`src/rtl/pixel_stream_rx.sv`:
```
// pixel_stream_rx: receiving end of a registered pixel stream (sy, de, 8-bit RGB).
//   - Re-times the stream by one cycle and recovers the horizontal coordinate from de runs.
//   - Checks every line's length against H_RES and counts lines per frame.
//   - Accumulates a 32-bit per-frame checksum of {r,g,b}.
//   - Offers one result record per frame over a valid/ready handshake.
//
// Ports:
//   clk_pix        pixel clock, all logic on its rising edge
//   rst_pix        synchronous active-high reset
//   in_sy          vertical coordinate from the transmitter
//   in_de          data enable from the transmitter
//   in_r/g/b       pixel colour
//   rx_sx          recovered horizontal coordinate (aligned with rx_de)
//   rx_sy          in_sy delayed one cycle
//   rx_de          in_de delayed one cycle
//   rx_rgb         {in_r,in_g,in_b} delayed one cycle
//   res_valid      frame result available
//   res_ready      consumer accepts the result
//   res_sum        frame checksum (mod 2^32)
//   res_lines      lines seen in the frame (saturating)
//   res_bad_lines  lines whose length differed from H_RES (saturating)
//   res_short      frame ended before V_RES lines
//   res_overrun    a result was dropped since the last accepted one
module pixel_stream_rx #(
  parameter int unsigned CORDW = 10,
  parameter int unsigned H_RES = 640,
  parameter int unsigned V_RES = 480
) (
  input  logic             clk_pix,
  input  logic             rst_pix,
  input  logic [CORDW-1:0] in_sy,
  input  logic             in_de,
  input  logic [7:0]       in_r,
  input  logic [7:0]       in_g,
  input  logic [7:0]       in_b,
  output logic [CORDW-1:0] rx_sx,
  output logic [CORDW-1:0] rx_sy,
  output logic             rx_de,
  output logic [23:0]      rx_rgb,
  output logic             res_valid,
  input  logic             res_ready,
  output logic [31:0]      res_sum,
  output logic [CORDW-1:0] res_lines,
  output logic [CORDW-1:0] res_bad_lines,
  output logic             res_short,
  output logic             res_overrun
);

  localparam logic [0:0] StSeek    = 1'b0;
  localparam logic [0:0] StCapture = 1'b1;

  localparam logic [CORDW-1:0] LineLen  = CORDW'(H_RES);
  localparam logic [CORDW-1:0] LastLine = CORDW'(V_RES - 1);

  // Re-timed stream; r_de doubles as the edge-detect history.
  logic [CORDW-1:0] r_sx;
  logic [CORDW-1:0] r_sy;
  logic             r_de;
  logic [23:0]      r_rgb;

  // Frame accumulators.
  logic [0:0]       r_state;
  logic [CORDW-1:0] r_pcnt;
  logic [31:0]      r_sum;
  logic [CORDW-1:0] r_lines;
  logic [CORDW-1:0] r_bad;

  // Result register.
  logic             r_res_valid;
  logic [31:0]      r_res_sum;
  logic [CORDW-1:0] r_res_lines;
  logic [CORDW-1:0] r_res_bad;
  logic             r_res_short;
  logic             r_res_overrun;
  logic             r_pending;

  logic [23:0]      w_rgb;
  logic             w_rise;
  logic             w_fall;
  logic             w_fs;
  logic [CORDW-1:0] w_lines_inc;
  logic [CORDW-1:0] w_bad_inc;

  logic [0:0]       w_state_d;
  logic [31:0]      w_sum_d;
  logic [CORDW-1:0] w_lines_d;
  logic [CORDW-1:0] w_bad_d;
  logic             w_done;
  logic [CORDW-1:0] w_rec_lines;
  logic [CORDW-1:0] w_rec_bad;
  logic             w_rec_short;

  assign w_rgb  = {in_r, in_g, in_b};
  assign w_rise = in_de & ~r_de;
  assign w_fall = ~in_de & r_de;
  assign w_fs   = w_rise & (in_sy == '0);

  // Saturating updates applied when a line ends.
  assign w_lines_inc = (&r_lines) ? r_lines : r_lines + 1'b1;
  assign w_bad_inc   = ((r_pcnt != LineLen) && !(&r_bad)) ? r_bad + 1'b1 : r_bad;

  always_comb begin
    w_state_d   = r_state;
    w_sum_d     = r_sum;
    w_lines_d   = r_lines;
    w_bad_d     = r_bad;
    w_done      = 1'b0;
    w_rec_lines = w_lines_inc;
    w_rec_bad   = w_bad_inc;
    w_rec_short = 1'b0;
    case (r_state)
      StSeek: begin
        if (w_fs) begin
          // The frame-start pixel itself is the first one counted.
          w_state_d = StCapture;
          w_sum_d   = {8'd0, w_rgb};
          w_lines_d = '0;
          w_bad_d   = '0;
        end
      end
      StCapture: begin
        if (w_fs) begin
          // Early restart: close the previous frame as short, open a new one now.
          w_done      = (r_lines != '0);
          w_rec_lines = r_lines;
          w_rec_bad   = r_bad;
          w_rec_short = 1'b1;
          w_sum_d     = {8'd0, w_rgb};
          w_lines_d   = '0;
          w_bad_d     = '0;
        end else begin
          if (in_de) begin
            w_sum_d = r_sum + {8'd0, w_rgb};
          end
          if (w_fall) begin
            w_lines_d = w_lines_inc;
            w_bad_d   = w_bad_inc;
            if (r_sy == LastLine) begin
              w_done    = 1'b1;
              w_state_d = StSeek;
            end
          end
        end
      end
      default: w_state_d = StSeek;
    endcase
  end

  always_ff @(posedge clk_pix) begin
    if (rst_pix) begin
      r_sx    <= '0;
      r_sy    <= '0;
      r_de    <= 1'b0;
      r_rgb   <= '0;
      r_state <= StSeek;
      r_pcnt  <= '0;
      r_sum   <= '0;
      r_lines <= '0;
      r_bad   <= '0;
    end else begin
      r_sy    <= in_sy;
      r_de    <= in_de;
      r_rgb   <= w_rgb;
      r_state <= w_state_d;
      r_sum   <= w_sum_d;
      r_lines <= w_lines_d;
      r_bad   <= w_bad_d;
      if (w_rise) begin
        r_sx   <= '0;
        r_pcnt <= CORDW'(1);
      end else if (in_de) begin
        // in_de & r_de here: advance only while the re-timed de stays high.
        r_sx   <= r_sx + 1'b1;
        r_pcnt <= r_pcnt + 1'b1;
      end
    end
  end

  always_ff @(posedge clk_pix) begin
    if (rst_pix) begin
      r_res_valid   <= 1'b0;
      r_res_sum     <= '0;
      r_res_lines   <= '0;
      r_res_bad     <= '0;
      r_res_short   <= 1'b0;
      r_res_overrun <= 1'b0;
      r_pending     <= 1'b0;
    end else if (w_done) begin
      if (!r_res_valid || res_ready) begin
        r_res_valid   <= 1'b1;
        r_res_sum     <= r_sum;
        r_res_lines   <= w_rec_lines;
        r_res_bad     <= w_rec_bad;
        r_res_short   <= w_rec_short;
        r_res_overrun <= r_pending;
        r_pending     <= 1'b0;
      end else begin
        // Consumer is stalled: keep the held record, remember the loss.
        r_pending <= 1'b1;
      end
    end else if (r_res_valid && res_ready) begin
      r_res_valid <= 1'b0;
    end
  end

  assign rx_sx         = r_sx;
  assign rx_sy         = r_sy;
  assign rx_de         = r_de;
  assign rx_rgb        = r_rgb;
  assign res_valid     = r_res_valid;
  assign res_sum       = r_res_sum;
  assign res_lines     = r_res_lines;
  assign res_bad_lines = r_res_bad;
  assign res_short     = r_res_short;
  assign res_overrun   = r_res_overrun;

endmodule
```
`config.mk`:
```
export PLATFORM = sky130hd
export DESIGN_NAME = pixel_stream_rx
export DESIGN_NICKNAME = d
export VERILOG_FILES = /design/src/rtl/pixel_stream_rx.sv
export SDC_FILE = /design/constraint.sdc
export NUM_CORES = 1
export LEC_CHECK = 0
export BUFFER_PORTS_ARGS = -buffer_cell sky130_fd_sc_hd__buf_4
export CAP_MARGIN = 40
export CORE_AREA = 2 2 183 185
export CTS_BUF_LIST = sky130_fd_sc_hd__clkbuf_4 sky130_fd_sc_hd__clkbuf_8
export DETAILED_ROUTE_END_ITERATION = 10
export DIE_AREA = 0 0 185 187
export PLACE_DENSITY = 0.44
export SLEW_MARGIN = 20
export SYNTH_ARGS = -nofsm -noshare
export SYNTH_HDL_FRONTEND = slang
export SYNTH_SLANG_ARGS = --single-unit
```
`constraint.sdc`:
```
create_clock -name clk_pix -period 3.4 [get_ports clk_pix]
set_clock_uncertainty 0.1 [all_clocks]
set_input_delay 0 -clock clk_pix [delete_from_list [all_inputs] [get_ports clk_pix]]
set_output_delay 0 -clock clk_pix [all_outputs]
set_load 0.02 [all_outputs]
```
==> summary.txt <==
STA
  • Total negative slack: 0 ps
  • Fmax: 0.3405 GHz
  • Worst-Margin Slew: 778.1 ps
  • Final setup violation count: 0
  • Min Tclk post-route: 2937 ps
  • Final hold viol count: 0
  • Slew Viols, Final: 0
  • Final critical-path share of the clock period: 86.37%
  • Max_slew headroom: 47.93%
  • Hold slack: 187.3 ps
  • RSZ-0062 raised after global routing: false

Logic synthesis
  • Synth Instances: 967
  • Commonest cells in the synthesized netlist: dfxtp_1, nand2_1, nor2_1, a21oi_1, nor2b_1
  • Yosys reg bits: 164
  • Synth cell types: 68
  • Synth Area per Inst: 8.324 sq um
  • Area leader, netlist: dfxtp_1
  • Synth top area cells: dfxtp_1, nand2_1, a21oi_1
  • Top_reg_cell synth: dfxtp_1
  • Netlist Area Pre-Place: 8049 sq um
  • Most numerous cell in the Yosys netlist: dfxtp_1
  • Top cell type's share of synthesized area: 40.79%
  • Syn nets: 1,036
  • FFs w/ async S/R, synth: 0%
  • Sequential element share of the synthesized area: 40.79%
  • Yosys warning total: 0
  • Number of synthesized flops with an enable pin: 0

Global routing
  • GRT Total Usage: 14.41%
  • Number of global-route vias before repair: 7,166
  • Largest net degree at the start of global routing: 53
  • Initial antenna violation count: 1
  • First-pass GRT wire length: 39,160 um
  • Grt total ovfl: 0

Critical path
  • CP peak stage delay: 490 ps
  • CP cell instances: ha_1, fa_1, a21o_1, and4_1, o21ba_2, a31oi_1, o221ai_1, or4b_1, nand3_1
  • Top delay family on crit path: compound AO/OA/AOI/OAI gates
  • Critical Path AT: 3270 ps
  • Worst r2r path cells: 9
  • CP max stage cell: or4b_1
  • Reg2reg setup slack: 460 ps
  • Reg-to-Reg End: r_sum[20]
  • CP required: 3730 ps
  • Reg2reg start: r_sum[0]
  • Largest fanout on the critical path: 3
  • CP Launch Type: register
  • Crit path capture type: register
  • Worst setup path startpoint: r_sum[0]
  • Critical path class: reg2reg
  • Buffer and inverter count on the worst path: 0

Drt
  • Drt initial violations: 452
  • Final WL: 24,680 um
  • Met3 wire len: 849 um
  • Antenna-violating nets left: 0
  • DRC: 0
  • Wl on met1: 11,630 um
  • Met2 WL post-DR: 11,880 um
  • Max layer used: met4
  • Pre-antenna DRT Iters: 5
  • DR vias: 7,470
  • Drt via density: 4.713
  • Avg WL per Cell: 15.57 um

Clock network
  • H-tree depth: 4
  • CTS Sinks: 164
  • CTS buffer count: 17
  • Reg clk slew, reported paths: 100 ps
  • Root Buffer: clkbuf_8
  • Max clock buf depth: 2
  • Worst skew pair latency: 480 ps
  • CTS tree: yes

Place
  • GPL Wtd Cong: 0.8670
  • Dpl cell area: 9485 sq um
  • IO buf count: 137
  • HPWL Detailed: 17,540 um
  • Placed cell count: 1,510

Hold path
  • Worst Hold Class: in2reg
  • Hold path cells: 3
  • Hold path start: in_sy[0]
  • WHS Endpoint: rx_sy[0]

Layout
  • Layout cells sized above 1: 18.57%
  • Multi-input logic area: 4429 sq um
  • Storage element area: 3283 sq um
  • Total Nets Final: 1,192
  • Cell area after layout: 10,280 sq um
  • Area Overhead vs Synth: 27.76%
  • Final Non-Filler Cells: 1,585
  • Filler cells: 3,588

Run
  • Max Cap Violations: 0

Die
  • Die Y: 187 um
  • # rows: 67
  • Ports: 138
  • Die Wd: 185 um
  • Starting Density: 24.49%
  • DIE AREA: 34,600 sq um
  • Core area: 32,860 sq um

Pwr
  • PwrDens: 354.6 nW/um^2
  • Worst VDD drop: 247.6 uV
  • Leakage power: 3.845 nW

Status
  • Status: finished, final reports clean
-- final cells by class --
type,instances,share of cell area (%)
repair buffers,195,15.26
inverters,17,0.6205
clock buffers,21,2.750
flip-flops and latches,164,31.93
well taps,448,5.451
clock inverters,11,0.9004
diodes,1,0.02433
multi-input cells,728,43.07
-- logic make-up (layout without fill, tap and decap cells) --
family                   after synthesis  after routing  share of synthesized area, %
multiplexers                           7              7                        0.8705
AO/OA/AOI/OAI                        251            251                         21.02
buffers and inverters                 75            244                         4.197
AND/OR/NAND/NOR                      394            394                         23.32
other                                  0              1                             0
flip-flops                           164            164                         40.79
XOR/XNOR                              45             45                         4.897
adder cells (fa/ha/maj)               31             31                         4.912
-- cells in the final DEF, fill, tap and decap left out, types with 10 or more instances in the layout --
cell type / count
nor2_1: 102
a211oi_2: 15
o21ai_0: 35
ha_1: 30
dlygate4sd3_1: 42
xnor2_1: 25
inv_1: 16
o22ai_1: 10
clkbuf_8: 20
a21oi_1: 89
a31oi_1: 10
nand2_1: 142
xor2_1: 20
nand3_1: 22
nor3_1: 18
dfxtp_1: 164
nor2b_1: 38
buf_4: 153
nand4_1: 15
a311oi_1: 11
o211ai_1: 14
-- metrics by stage --
step / power, mW / util (%) / setup WS (ps)
final: 3.646 / 31.29 / 463.4
after global routing: 3.812 / 31.29 / 271.8
after CTS: 3.724 / 31.29 / 419.5
after detailed placement: 2.261 / 28.86 / 478.5
after global placement: 2.260 / 28.86 / 505.3
after floorplan: 2.140 / - / 776.3
-- worst min-delay path, stage by stage --
cell           delay [ps]
dlygate4sd3_1         530
buf_4                 110
nor2b_1               100
-- per-layer routing --
metal | vias up | track usage (%)
li1 | 3777 | -
met4 | 0 | 4.274
met5 | - | 0
met3 | 19 | 2.706
met2 | 134 | 24.06
met1 | 3540 | 18.80
-- what timing repair did --
action,in CTS,in global routing
resized for setup,0,0
hold buffers,42,0
setup buffers,0,0
endpoints found under the hold margin,83,0
-- how the worst max path moves through the flow --
stage	cells past startpoint	end
4_1_cts	9	r_sum[20]
2_1_floorplan	9	r_sum[20]
6_report	9	r_sum[20]
5_1_grt	9	r_sum[20]
3_5_place_dp	9	r_sum[20]
3_3_place_gp	9	r_sum[20]
-- power by group --
group	total, mW	leakage (nW)	switching (mW)	internal, mW
combinational	0.297	2.33	0.164	0.133
sequential	1.96	1.33	0.0114	1.94
clock	1.39	0.183	0.810	0.584
(Power assumes the default switching activity.)
